**config.mk**
```make
export PLATFORM = sky130hd
export DESIGN_NAME = uart_tx_flat
export DESIGN_NICKNAME = d
export VERILOG_FILES = /design/src/rtl/uart_tx_pkg.sv /design/src/rtl/uart_tx_if.sv /design/src/rtl/uart_bit_timer.sv /design/src/rtl/uart_tx.sv /design/src/flat_wrapper.sv
export SDC_FILE = /design/constraint.sdc
export NUM_CORES = 1
export LEC_CHECK = 0
export ABC_AREA = 1
export CORE_UTILIZATION = 25
export DETAILED_ROUTE_END_ITERATION = 8
export SYNTH_ARGS = -nofsm -noshare
export SYNTH_HDL_FRONTEND = slang
export SYNTH_HIERARCHICAL = 1
export SYNTH_SLANG_ARGS = --single-unit
```
**constraint.sdc**
```tcl
create_clock -name clk -period 4.9 [get_ports clk]
set_input_delay 0.735 -clock clk [delete_from_list [all_inputs] [get_ports clk]]
set_output_delay 0.735 -clock clk [all_outputs]
set_load 0.05 [all_outputs]
```
**src/rtl/uart_tx_pkg.sv**
```systemverilog
// uart_tx_pkg -- definitions shared by the UART transmitter and receiver.
//   - FSM state encodings (3-bit, legacy-compatible localparams)
//   - cycles_per_bit(): clock cycles per line bit (integer division)
//   - timer_width(): counter width that holds a given cycle count untruncated
//   - uart_tx_dbg_t: debug view of the transmitter FSM
package uart_tx_pkg;

  localparam logic [2:0] ST_IDLE  = 3'd0;
  localparam logic [2:0] ST_START = 3'd1;
  localparam logic [2:0] ST_DATA  = 3'd2;
  localparam logic [2:0] ST_STOP  = 3'd3;
  localparam logic [2:0] ST_BREAK = 3'd4;

  function automatic int cycles_per_bit(input int clk_hz, input int bit_rate);
    return clk_hz / bit_rate;
  endfunction

  // Width needed to count 0 .. max_cycles-1 and to hold max_cycles itself
  // as a terminal-count value.
  function automatic int timer_width(input int max_cycles);
    int w;
    w = $clog2(max_cycles + 1);
    return (w < 1) ? 1 : w;
  endfunction

  typedef struct packed {
    logic [2:0] state;
    logic [2:0] bit_idx;
  } uart_tx_dbg_t;

endpackage

```
**src/rtl/uart_tx_if.sv**
```systemverilog
// uart_tx_if -- request/ready bundle between a byte source and uart_tx.
//   tx_en    : request to send tx_data
//   tx_data  : byte to send, sampled only on the accepting edge
//   tx_break : request to send a break (ignored when tx_en is high)
//   tx_ready : transmitter idle
// Handshake: a request is accepted on a rising clk edge where tx_ready is
// high; tx_en wins over tx_break. Requests while tx_ready is low are ignored,
// so the source may hold or toggle them freely during a frame.
interface uart_tx_if;
  logic       tx_en;
  logic [7:0] tx_data;
  logic       tx_break;
  logic       tx_ready;

  modport master (output tx_en, output tx_data, output tx_break, input tx_ready);
  modport slave  (input tx_en, input tx_data, input tx_break, output tx_ready);
endinterface

```
**src/rtl/uart_bit_timer.sv**
```systemverilog
// uart_bit_timer -- free-running cycle counter with a programmable terminal
// count, shared by the UART transmitter and receiver.
//   clk, resetn : clock, asynchronous active-low reset
//   clear       : hold the counter at 0 (no done while asserted)
//   load        : terminal count; done pulses on the load-th cycle after clear
//   done        : one-cycle pulse; the counter wraps to 0 on the same edge
module uart_bit_timer #(
  parameter int W = 8
) (
  input  logic         clk,
  input  logic         resetn,
  input  logic         clear,
  input  logic [W-1:0] load,
  output logic         done
);

  logic [W-1:0] cnt;

  assign done = !clear && (cnt == (load - W'(1)));

  always_ff @(posedge clk or negedge resetn) begin
    if (!resetn) begin
      cnt <= '0;
    end else if (clear || done) begin
      cnt <= '0;
    end else begin
      cnt <= cnt + W'(1);
    end
  end

endmodule

```
**src/rtl/uart_tx.sv**
```systemverilog
// uart_tx -- 8N1/8N2 UART transmitter with break generation.
//   clk      : system clock
//   resetn   : asynchronous active-low reset
//   bus      : uart_tx_if.slave (tx_en, tx_data, tx_break in; tx_ready out)
//   uart_txd : registered serial output, idle high
//   dbg      : current FSM state and data bit index
// uart_txd is loaded with the level of the state being entered, so the line
// changes on the same edge as the state (one cycle after acceptance).
module uart_tx
  import uart_tx_pkg::*;
#(
  parameter int BIT_RATE   = 9600,
  parameter int CLK_HZ     = 100000000,
  parameter int STOP_BITS  = 1,
  parameter int BREAK_BITS = 13
) (
  input  logic         clk,
  input  logic         resetn,
  uart_tx_if.slave     bus,
  output logic         uart_txd,
  output uart_tx_dbg_t dbg
);

  localparam int CPB      = cycles_per_bit(CLK_HZ, BIT_RATE);
  localparam int STOP_CYC = (STOP_BITS == 2) ? 2 * CPB : CPB;
  localparam int BRK_CYC  = CPB * BREAK_BITS;
  localparam int MAX_CYC  = (BRK_CYC > STOP_CYC) ? BRK_CYC : STOP_CYC;
  localparam int CW       = timer_width(MAX_CYC);

  localparam logic [CW-1:0] BIT_LOAD  = CW'(CPB);
  localparam logic [CW-1:0] STOP_LOAD = CW'(STOP_CYC);
  localparam logic [CW-1:0] BRK_LOAD  = CW'(BRK_CYC);

  logic [2:0]    state;
  logic [2:0]    bit_idx;
  logic [7:0]    shift;
  logic          timer_clear;
  logic          timer_done;
  logic [CW-1:0] timer_load;

  // Counter idles at 0 so the first bit-time after acceptance is full length.
  assign timer_clear  = (state == ST_IDLE);
  assign bus.tx_ready = (state == ST_IDLE);
  assign dbg.state    = state;
  assign dbg.bit_idx  = bit_idx;

  always_comb begin
    timer_load = BIT_LOAD;
    case (state)
      ST_STOP:  timer_load = STOP_LOAD;
      ST_BREAK: timer_load = BRK_LOAD;
      default:  timer_load = BIT_LOAD;
    endcase
  end

  uart_bit_timer #(.W(CW)) u_timer (
    .clk    (clk),
    .resetn (resetn),
    .clear  (timer_clear),
    .load   (timer_load),
    .done   (timer_done)
  );

  always_ff @(posedge clk or negedge resetn) begin
    if (!resetn) begin
      state    <= ST_IDLE;
      bit_idx  <= 3'd0;
      shift    <= 8'd0;
      uart_txd <= 1'b1;
    end else begin
      case (state)
        ST_IDLE: begin
          bit_idx <= 3'd0;
          if (bus.tx_en) begin
            state    <= ST_START;
            shift    <= bus.tx_data;
            uart_txd <= 1'b0;
          end else if (bus.tx_break) begin
            state    <= ST_BREAK;
            uart_txd <= 1'b0;
          end else begin
            uart_txd <= 1'b1;
          end
        end
        ST_START: begin
          if (timer_done) begin
            state    <= ST_DATA;
            bit_idx  <= 3'd0;
            uart_txd <= shift[0];
          end
        end
        ST_DATA: begin
          if (timer_done) begin
            if (bit_idx == 3'd7) begin
              state    <= ST_STOP;
              uart_txd <= 1'b1;
            end else begin
              // shift[1] becomes shift[0] on this edge; drive it now.
              shift    <= {1'b0, shift[7:1]};
              bit_idx  <= bit_idx + 3'd1;
              uart_txd <= shift[1];
            end
          end
        end
        ST_STOP: begin
          if (timer_done) begin
            state    <= ST_IDLE;
            uart_txd <= 1'b1;
          end
        end
        ST_BREAK: begin
          if (timer_done) begin
            state    <= ST_STOP;
            uart_txd <= 1'b1;
          end
        end
        default: begin
          state    <= ST_IDLE;
          bit_idx  <= 3'd0;
          uart_txd <= 1'b1;
        end
      endcase
    end
  end

endmodule

```
**src/flat_wrapper.sv**
```systemverilog
// flat-port wrapper written by rule: the top's interface ports become plain ports
module uart_tx_flat import uart_tx_pkg::*;
#(
  parameter int BIT_RATE   = 9600,
  parameter int CLK_HZ     = 100000000,
  parameter int STOP_BITS  = 1,
  parameter int BREAK_BITS = 13
)
  (clk, resetn, uart_txd, dbg, bus_tx_en, bus_tx_data, bus_tx_break, bus_tx_ready);
  uart_tx_if bus_i ();
  input  logic clk;
  input  logic resetn;
  output logic uart_txd;
  output uart_tx_dbg_t dbg;
  input wire logic [$bits(bus_i.tx_en)-1:0] bus_tx_en;
  input wire logic [$bits(bus_i.tx_data)-1:0] bus_tx_data;
  input wire logic [$bits(bus_i.tx_break)-1:0] bus_tx_break;
  output wire logic [$bits(bus_i.tx_ready)-1:0] bus_tx_ready;
  assign bus_i.tx_en = bus_tx_en;
  assign bus_i.tx_data = bus_tx_data;
  assign bus_i.tx_break = bus_tx_break;
  assign bus_tx_ready = bus_i.tx_ready;
  uart_tx #(.BIT_RATE(BIT_RATE), .CLK_HZ(CLK_HZ), .STOP_BITS(STOP_BITS), .BREAK_BITS(BREAK_BITS)) u_core (.clk(clk), .resetn(resetn), .bus(bus_i), .uart_txd(uart_txd), .dbg(dbg));
endmodule
```
Word level (Yosys, flattened, before mapping)

Cells that the tools add are included.

Bits in registers: 33
Output and inout bits: 8

Add/subtract/negate cells: 3
Equal/unequal tests: 15
Multiplexer cells: 24
Bitwise logic cells: 1
Reductions and logical operators: 10

Operators with widths:

| operator                                                                | count |
|---|---|
| 18-bit 2-to-1 mux                                                       | 2 |
| 3-bit 2-to-1 mux                                                        | 9 |
| 8-bit 2-to-1 mux                                                        | 3 |
| 18-bit by 1-bit adder with 18-bit output, second input constant         | 1 |
| 18-bit == test                                                          | 1 |
| 18-bit by 1-bit subtractor with 18-bit output, second input constant    | 1 |
| 8-bit one-hot mux with 2 select lines                                   | 1 |
| 3-bit one-hot mux with 5 select lines                                   | 1 |
| 2-bit inequality test, second input constant                            | 6 |
| 3-bit one-hot mux with 3 select lines                                   | 1 |
| 4-bit AND reduction                                                     | 2 |
| 3-bit by 2-bit == test with 1-bit output, second input constant         | 2 |
| 3-bit == test, second input constant                                    | 2 |
| 1-bit 2-to-1 mux                                                        | 6 |
| 6-bit AND reduction                                                     | 1 |
| 2-bit by 1-bit inequality test with 1-bit output, second input constant | 2 |
| 1-bit one-hot mux with 4 select lines                                   | 1 |
| 3-bit by 1-bit adder with 3-bit output, second input constant           | 1 |
| 3-bit by 1-bit == test with 1-bit output, second input constant         | 1 |
| 3-bit logical NOT                                                       | 1 |
| 3-bit inequality test, second input constant                            | 1 |
| 3-bit AND reduction                                                     | 1 |
| 2-bit nonzero test                                                      | 1 |
| 2-bit OR reduction                                                      | 1 |
| 4 further kinds                                                         | 4 |

Depth between registers and ports, before layout

Depth after elaboration: 7
Gate-level depth with buffers: 22

Cells and area by module

Netlist, hierarchy kept.

By module, submodules not included:

| module         | instances | cells an instance | area each (µm²) | sequential area each (µm²) |
|---|---|---|---|---|
| uart_bit_timer | 1         | 267               | 1704.1          | 450.4 |
| uart_tx        | 1         | 124               | 924.6           | 376.6 |

Least setup slack after synthesis

No wires, ideal clock.

Kind: register to register
From: register u_core.state[1]
To: register u_core.shift[5]
Library setup time: 74 ps
Data arrival time: 2699 ps
Data required time: 4826 ps
Setup slack: 2127 ps
Stages on the path, launching flop included: 23
Path buffers: 2
Clock period less this slack: 2773 ps
Cells stage by stage: dfrtp_1 buf_4 nor2_1 nand2_1 inv_1 inv_1 nand2_1 nand2_1 inv_1 nand2_1 nand2_1 inv_1 nand3_1 nor2_1 nand2_1 nor2_2 nand2_2 nor2_1 inv_1 o21ai_4 buf_6 nand2_1 o21ai_2

Cells in the longest elaborated chain, start to end: 7
Elaborated cells between the ends (all ways): 14
Classes of those cells: add/sub: 1; eq/ne: 6; mux: 2; reduce/logical: 5

RTL lines:

| what                                          | RTL line             | source |
|---|---|---|
| from (decl)                                   | uart_tx.sv:34        | `logic [2:0] state;` |
| from (signal assigned)                        | uart_tx.sv:66        | `state <= ST_IDLE;` |
| from (signal assigned)                        | uart_tx.sv:75        | `state <= ST_START;` |
| from (signal assigned)                        | uart_tx.sv:79        | `state <= ST_BREAK;` |
| 3-bit == test                                 | uart_tx.sv:49        | `case (state)` |
| 18-bit 2-to-1 mux                             | uart_tx.sv:49        |  |
| via u_core.timer_load[11]                     | uart_tx.sv:39        | `logic [CW-1:0] timer_load;` |
| 18-bit by 1-bit subtractor with 18-bit output | uart_bit_timer.sv:19 | `assign done = !clear && (cnt == (load - W'(1)));` |
| 18-bit == test                                | uart_bit_timer.sv:19 |  |
| 1-bit logical AND                             | uart_bit_timer.sv:19 |  |
| via u_core.timer_done                         | uart_tx.sv:38        | `logic timer_done;` |
| 2-bit inequality test (no source line)        | -                    |  |
| 4-bit AND reduction (no source line)          | -                    |  |
| to (signal assigned)                          | uart_tx.sv:76        | `shift <= bus.tx_data;` |
| to (signal assigned)                          | uart_tx.sv:99        | `shift <= {1'b0, shift[7:1]};` |
| to (decl)                                     | uart_tx.sv:36        | `logic [7:0] shift;` |

The timed path passes the listed nets, and every way through them passes these cells.
A chain may end at the register's enable or synchronous reset.

Worst setup path after layout

From: register u_core.state[1]
To: register u_core.shift[7]

The elaborated chain is that of the path after synthesis.

==> results.cfg <==
[place]
post-dp-hpwl_um = 4360
place_congestion = 0.862
portBuffers = 19

[synthesis]
syn_area_mm2 = 0.00263
synth_edf_count = 0
ys_async_sr_fraction = 1.00
synth-main-ff-cell = dfrtp_1
synth.largest_area_cell = dfrtp_1
syn_avg_cell_area_um2 = 6.72
synth_cells = 391
ys_ff_latch = 33
ys_warn_count = 6
yosysTopAreaCellShare = 0.305
yosysSeqAreaShare = 0.315
yosys-top-cells-area = dfrtp_1 30%, nand2_1 18%, inv_1 7.6%, nor2_1 6.4%, xor2_1 6.3%
synth.distinct_cells = 34

[worst_setup_path]
startpoint_type = flop
reg2reg_to = u_core/shift[7]$_DFFE_PN0P_
crit_start = u_core/state[1]$_DFFE_PN0P_
cp_data_arrival_time_ns = 3.07
end_kind = flop
worstSetupPathType = reg -> reg
crit_fanout = 15
worst-r2r-cell-count = 21
r2r_start = u_core/state[1]$_DFFE_PN0P_
reg2reg_setup_slack_ns = 2.00
required_ns = 5.07

[floorplanning]
die_h_um = 105
rows = 37
io_pins = 20
start_util = 0.256
coreArea_mm2 = 0.0103
die_area_mm2 = 0.0109
fp.dieW_um = 105

[cells_and_area]
final_cell_mix = 128 x nand2_1, 53 x inv_1, 47 x conb_1, 45 x nor2_1, 32 x dfrtp_1
final_common_cell = nand2_1
drive_above_1_share = 0.103
n_antenna_cell = 0
area_growth_pct = 21.5
nets = 475

[grt]
grt_pass1_vias = 2242
grt_antenna_before_repair = 0
grt_max_degree = 34
grt_util_all_layers = 0.110
grt_overflow_total = 0
grt_pass1_wl_um = 9780

[clock_network]
cts_inserted_buffers = 5
path_clk_slew_ns = 0.06
post_cts_resize_count = 0
cts-htree-levels = 2
ctsLongestPathBuffers = 2
numClockSinks = 33
root_buffer = clkbuf_8
cts_tree = built
worst_skew_pair.late_latency_ns = 0.28
postCtsSetupBuffers = 0
cts_hold_buffers = 0

[min_path]
hold_path_depth = 2
hold_class = reg -> reg
min_to = u_core/uart_txd$_DFFE_PN1P_
hp-start = u_core/uart_txd$_DFFE_PN1P_

[routing]
routed_wl_um = 5550
vias = 2371
drt-initial-drc-count = 111
wl_per_cell_um = 9.34
route.detailed.drc = 0
detail_route.vias_per_cell = 3.99
first_pass_iters = 4
ant_nets = 0

[sta]
slew_violations = 0
grt_setup_unrepaired = no
max_slew_margin = 0.659
setup-violations-final = 0
setup_tns_ns = 0
max_freq_ghz = 0.345
post-route-period-util = 0.591
worst_slew_pin_slew_ns = 0.510
finClkSkew_ns = 0.00499
finalCriticalPeriod_ns = 2.90
hold_viol = 0

[power_and_ir_drop]
finalPower_mw = 1.22
pwr_density_cell_mw_per_mm2 = 383
p_leak_nw = 1.60
ir_drop_mv = 0.286

[run_status]
status = completed

[flow_run]
cap_violations = 0
[critical path: stages, from the launching register on]
cell     delay [ns]
dfrtp_1        0.54
nor2_1         0.07
nand2_1        0.29
inv_1          0.23
inv_1          0.09
nand2_1        0.05
nand2_1        0.07
inv_1          0.04
nand2_1        0.06
nand2_1        0.05
inv_1          0.04
nand3_1        0.06
nor2_1         0.08
nand2_1        0.06
nor2_2         0.09
nand2_2        0.08
nor2_1         0.09
inv_1          0.11
o21ai_4        0.43
inv_1          0.11
nand2_1        0.08
nand2_1        0.05
[power by group]
group / internal, mW / switching, mW / total (mW)
clock: 0.0932 / 0.0894 / 0.183
combinational: 0.203 / 0.444 / 0.647
sequential: 0.335 / 0.0586 / 0.394
[kinds of logic (layout without fill, tap and decap cells)]
family / after synthesis / count (layout) / share of synthesized area
and+or+nand+nor: 245 / 245 / 0.424
buffers and inverters: 58 / 80 / 0.0947
DFF: 33 / 33 / 0.315
AOI/OAI and AO/OA: 25 / 25 / 0.0647
xor gates and xnor gates: 24 / 24 / 0.0800
adders and majority gates: 4 / 4 / 0.0190
other: 2 / 47 / 0.00286
[metrics by stage]
stage | util | hold slack [ns] | worst slack, ns | area (um2) | instances
4_1_cts | 0.311 | 0.493 | 2.01 | 3190 | 594
5_1_grt | 0.311 | 0.519 | 1.56 | 3190 | 594
2_1_floorplan | - | 0.439 | 2.13 | 2800 | 436
3_3_place_gp | 0.304 | 0.463 | 2.15 | 3120 | 588
6_report | 0.311 | 0.490 | 2.00 | 3190 | 594
3_5_place_dp | 0.304 | 0.471 | 2.02 | 3120 | 588
[cell usage after synthesis (2+ instances only)]
master      n
a21oi_1     2
nor2_1     45
inv_1      53
nor2_2     15
ha_1        4
conb_1      2
nand2_2     8
o21ai_2     6
and2_1      2
nand4_1    10
xor2_1     19
nor3_1      3
buf_4       2
dfrtp_1    32
o21bai_1    2
nor2_4      3
nand2_1   128
nand3_1    25
o21ai_0    11
xnor2_1     5
[routing by layer]
metal	routed length, um	part of all wire	vias to the layer above	track usage
met5	0	0	-	0
met4	40	0.0072	0	0.0296
met3	180	0.032	4	0.0218
met2	2620	0.47	40	0.193
met1	2710	0.49	1027	0.137
li1	-	-	1300	-
[area by class of cell]
| class | count | area (um2) |
|---|---|---|
| fill | 1113 | 7080 |
| multi-input combinational | 345 | 1720 |
| sequential | 33 | 827 |
| inverter | 54 | 203 |
| timing repair buffer | 20 | 198 |
| tap | 136 | 170 |
| clock buffer | 5 | 68.8 |
| clock inverter | 1 | 5.00 |
[registers in the layout, indices dropped and copies added, names as in the netlist]
register	flops
u_core/shift	8
u_core/u_timer/cnt	18
u_core/uart_txd	1
u_core/state	3
u_core/bit_idx	3
[how the worst max path moves through the flow]
stage | depth (start not counted) | to
2_1_floorplan | 22 | u_core/shift[5]$_DFFE_PN0P_
3_3_place_gp | 20 | u_core/shift[7]$_DFFE_PN0P_
3_5_place_dp | 20 | u_core/shift[7]$_DFFE_PN0P_
4_1_cts | 20 | u_core/shift[7]$_DFFE_PN0P_
5_1_grt | 21 | u_core/shift[0]$_DFFE_PN0P_
6_report | 21 | u_core/shift[7]$_DFFE_PN0P_
Power figures use the tool's default switching activity.
==> patch 1 (config.mk and constraints unchanged) <==
`CLK_HZ` is set to 100000000 in 2 places; all go to 200000000.
--- a/src/rtl/uart_tx.sv
+++ b/src/rtl/uart_tx.sv
@@ -10,7 +10,7 @@
   import uart_tx_pkg::*;
 #(
   parameter int BIT_RATE   = 9600,
-  parameter int CLK_HZ     = 100000000,
+  parameter int CLK_HZ     = 200000000,
   parameter int STOP_BITS  = 1,
   parameter int BREAK_BITS = 13
 ) (
--- a/src/flat_wrapper.sv
+++ b/src/flat_wrapper.sv
@@ -2,7 +2,7 @@
 module uart_tx_flat import uart_tx_pkg::*;
 #(
   parameter int BIT_RATE   = 9600,
-  parameter int CLK_HZ     = 100000000,
+  parameter int CLK_HZ     = 200000000,
   parameter int STOP_BITS  = 1,
   parameter int BREAK_BITS = 13
 )
Function: no difference found for any inputs over 10 cycles, from zero or initial values and one cycle with resetn low; that may be too few to reach the edited logic, so the function may still have changed.
==> patch 1 against the unedited design <==
  * Clock power rose by 20%
  * Worst setup slack got worse by 420 ps
  * Sequential cell count rose by 1
  * Die area rose by 2.5%
  * Routed wire length rose by 7.5%
  * Synthesized area rose by 2.6%
  * First-iteration DRC count did not move
  * Via count rose by 4.1%
  * Final area rose by 2.0%
  * Sequential power rose by 1%
  * Synthesized cell count rose by 0.26%
  * Power rose by 6.1%
  * Count of clock-buffer cells in the layout rose by 1
  * Critical path type unchanged
  * Clock skew rose by 0.90 ps
==> patch 1: results (changes against the unedited design) <==
Worst setup path
  • Slowest cell on the critical path: inv_1 (was dfrtp_1)
  • Crit path DAT: 3500 ps (was 3070 ps)
  • Crit path capture: u_core/shift[0]$_DFFE_PN0P_ (was u_core/shift[7]$_DFFE_PN0P_)

Placement
  • # placed instances: 582 (was 588)
  • Placed Instance Area: 3160 µm² (was 3120 µm²)
  • Place WS: 1640 ps (was 2020 ps)
  • HPWL after DPL: 4680 µm (was 4360 µm)

Global routing
  • Total Routing Usage GR: 0.116 (was 0.110)
  • First-pass GRT wire length: 10,500 µm (was 9780 µm)
  • Largest net degree at the start of global routing: 35 (was 34)

Layout
  • NonClk Buf Share: 0.0607 (was 0.0619)
  • Largest registers: u_core/u_timer/cnt x19, u_core/shift x8 (was u_core/u_timer/cnt x18, u_core/shift x8)
  • Fraction of area in multi-input gates: 0.538 (was 0.539)
  • Clock buf/inv share: 0.0292 (was 0.0231)
  • Inverter count: 50 (was 54)
  • Sequential cell area share: 0.262 (was 0.259)
  • Post-route insts no fill: 590 (was 594)
  • # clk buffers: 6 (was 5)

STA
  • Period minus WS final: 3320 ps (was 2900 ps)
  • Hold WS: 484 ps (was 490 ps)
  • Worst Skew: 5.90 ps (was 4.99 ps)
  • Worst slew pin tran: 621 ps (was 510 ps)

Yosys
  • Area contributors post-synth: dfrtp_1 (31%), nand2_1 (16%), nor2_1 (7.8%) (was dfrtp_1 (30%), nand2_1 (18%), inv_1 (7.6%))
  • Seq/Total Area, Yosys: 0.316 (was 0.315)

Status
  • Status: finished, final reports clean (unchanged)

Detailed routing
  • Routed len/inst: 10.1 µm (was 9.34 µm)
  • Vias per Instance: 4.18 (was 3.99)

Power
  • Leakage power: 1.53 nW (was 1.60 nW)
[patch 1: power by group]
part           total, mW  switching, mW  internal, mW
Combinational      0.679          0.461         0.218
Sequential         0.398         0.0551         0.343
Clock              0.220          0.107         0.113
Total               1.30          0.624         0.674
[patch 1: worst max-delay path, delay by kind of cell (launching register included)]
family,cells,cell delay [ps]
AND/OR/NAND/NOR,14,1490
buffers and inverters,3,780
flip-flops,1,500
AO/OA/AOI/OAI,1,420
[patch 1: logic make-up after synthesis]
kind of cell | Yosys count | share of synthesized area
simple gates | 243 | 0.409
other cells | 2 | 0.00279
compound gates | 25 | 0.0589
buf+inv | 54 | 0.0868
xor+xnor | 30 | 0.108
flops | 34 | 0.316
fa+ha+maj | 4 | 0.0186
[patch 1: layer usage]
layer,track usage,vias up,routed length [µm]
met5,0,-,0
met4,0.0337,0,84
met3,0.0247,7,208
met2,0.199,37,2800
met1,0.144,1126,2870
li1,-,1298,-
==> patch 2 (config.mk and constraints unchanged) <==
Without the edit above. Reset style: synchronous (`resetn`), changed in 2 clocked blocks. Comments in the files are not updated.
--- a/src/rtl/uart_bit_timer.sv
+++ b/src/rtl/uart_bit_timer.sv
@@ -18,7 +18,7 @@
 
   assign done = !clear && (cnt == (load - W'(1)));
 
-  always_ff @(posedge clk or negedge resetn) begin
+  always_ff @(posedge clk) begin
     if (!resetn) begin
       cnt <= '0;
     end else if (clear || done) begin
--- a/src/rtl/uart_tx.sv
+++ b/src/rtl/uart_tx.sv
@@ -61,7 +61,7 @@
     .done   (timer_done)
   );
 
-  always_ff @(posedge clk or negedge resetn) begin
+  always_ff @(posedge clk) begin
     if (!resetn) begin
       state    <= ST_IDLE;
       bit_idx  <= 3'd0;
Function: differs if resetn is asserted again (counterexample within 4 cycles, from zero or initial values and one cycle with resetn low); with resetn held inactive, the same outputs for 10 cycles.
==> patch 2 against the unedited design <==
  * Utilization up 1.2 points
  * Final area about the same
  * Die area down 1.1%
  * Routed wire length up 0.58%
  * Worst setup slack better by 36 ps
  * Power about the same
  * Fmax up 1.3%
  * Combinational power down 7.6%
  * Global-route usage down 0.26 points
  * Sequential cell count unchanged
  * Via count up 2.7%
  * Sequential share of layout area down 5.2 points
  * Synthesized area down 1.1%
  * Critical endpoint is now u_core/state[1]$_SDFFE_PN0P_
==> patch 2: results (changes against the unedited design) <==
Layout
  • Register area: 661 µm² (was 827 µm²)
  • Final nets: 501 (was 475)
  • Seq_cells: 33 (unchanged)
  • Inverter count: 62 (was 54)
  • Non-clk bufs: 19 (was 20)
  • Final core utilization: 0.322 (was 0.311)
  • Clock buf/inv share: 0.0364 (was 0.0231)
  • NonClk Buf Share: 0.0595 (was 0.0619)
  • Post-route insts no fill: 619 (was 594)

Global routing
  • GR Util met3: 0.0157 (was 0.0218)
  • Met1 Usage GRT: 0.137 (about the same)
  • Largest net degree at the start of global routing: 19 (was 34)
  • Vias in the first global route: 2,181 (was 2,242)
  • First-pass GRT wire length: 9650 µm (was 9780 µm)

Placement
  • Final RePlAce weighted congestion: 0.833 (was 0.862)
  • # placed instances: 611 (was 588)
  • HPWL after DPL: 4490 µm (was 4360 µm)

Worst setup path
  • R2R cell count: 19 (was 21)
  • Worst R2R Start: u_core/state[1]$_SDFFE_PN0P_ (was u_core/state[1]$_DFFE_PN0P_)
  • Reg2Reg Setup Slack: 2040 ps (was 2000 ps)
  • Slowest cell on the critical path: dfxtp_1 (was dfrtp_1)
  • Crit-path max cell delay: 390 ps (was 540 ps)
  • Crit path DAT: 3050 ps (was 3070 ps)

Hold path
  • Hold Crit Start: u_core/shift[3]$_SDFFE_PN0P_ (was u_core/uart_txd$_DFFE_PN1P_)
  • Worst Hold Endpoint: u_core/shift[3]$_SDFFE_PN0P_ (was u_core/uart_txd$_DFFE_PN1P_)

Floorplanning
  • Die area: 10,800 µm² (was 10,900 µm²)

Yosys
  • Post-synth top cells: nand2_1 (110), nor2_1 (83), inv_1 (55) (was nand2_1 (128), inv_1 (53), nor2_1 (45))
  • Post-Synth Adder-Cell Area: 0.0192 (was 0.0190)
  • Seq/Total Area, Yosys: 0.254 (was 0.315)
  • Post-synth cell types: 36 (was 34)
  • Synth Instances: 421 (was 391)
  • Post-synthesis compound-gate area fraction: 0.0443 (was 0.0647)

Detailed routing
  • Overall routed net length: 5580 µm (was 5550 µm)
  • Met1 WL: 2750 µm (was 2710 µm)
  • Routed wl met2: 2600 µm (was 2620 µm)
  • Vias per Instance: 3.93 (was 3.99)
  • Met3 Routed Length: 149 µm (was 180 µm)

Status
  • Status: finished, final reports clean (unchanged)

Power
  • VDD IR max: 129 µV (was 286 µV)
  • Int Power: 0.680 mW (was 0.631 mW)
  • Leakage power: 1.48 nW (was 1.60 nW)

STA
  • Worst Skew: 14.1 ps (was 4.99 ps)
  • Worst slew pin tran: 503 ps (was 510 ps)
[patch 2: changes by cell type in the layout (fill, tap and decap cells not counted), moves of 7 or more]
cell / before / now
nor2_1: 45 / 83
dfxtp_1: 0 / 33
dfrtp_1: 32 / 0
nand2_1: 128 / 110
o21ai_1: 1 / 9
xnor2_1: 5 / 12
[patch 2: power by group through the flow]
stage | sequential, mW | clock (mW) | combinational, mW
after floorplan | 0.448 | 0 | 0.393
after global placement | 0.368 | 0 | 0.593
after detailed placement | 0.371 | 0 | 0.596
after CTS | 0.364 | 0.271 | 0.598
after global routing | 0.372 | 0.282 | 0.666
final | 0.364 | 0.263 | 0.598
[patch 2: stage by stage]
stage	setup slack [ps]	hold WS (ps)
6_report	2040	473
5_1_grt	1620	495
4_1_cts	2030	480
3_5_place_dp	2030	469
3_3_place_gp	2190	455
2_1_floorplan	2040	448
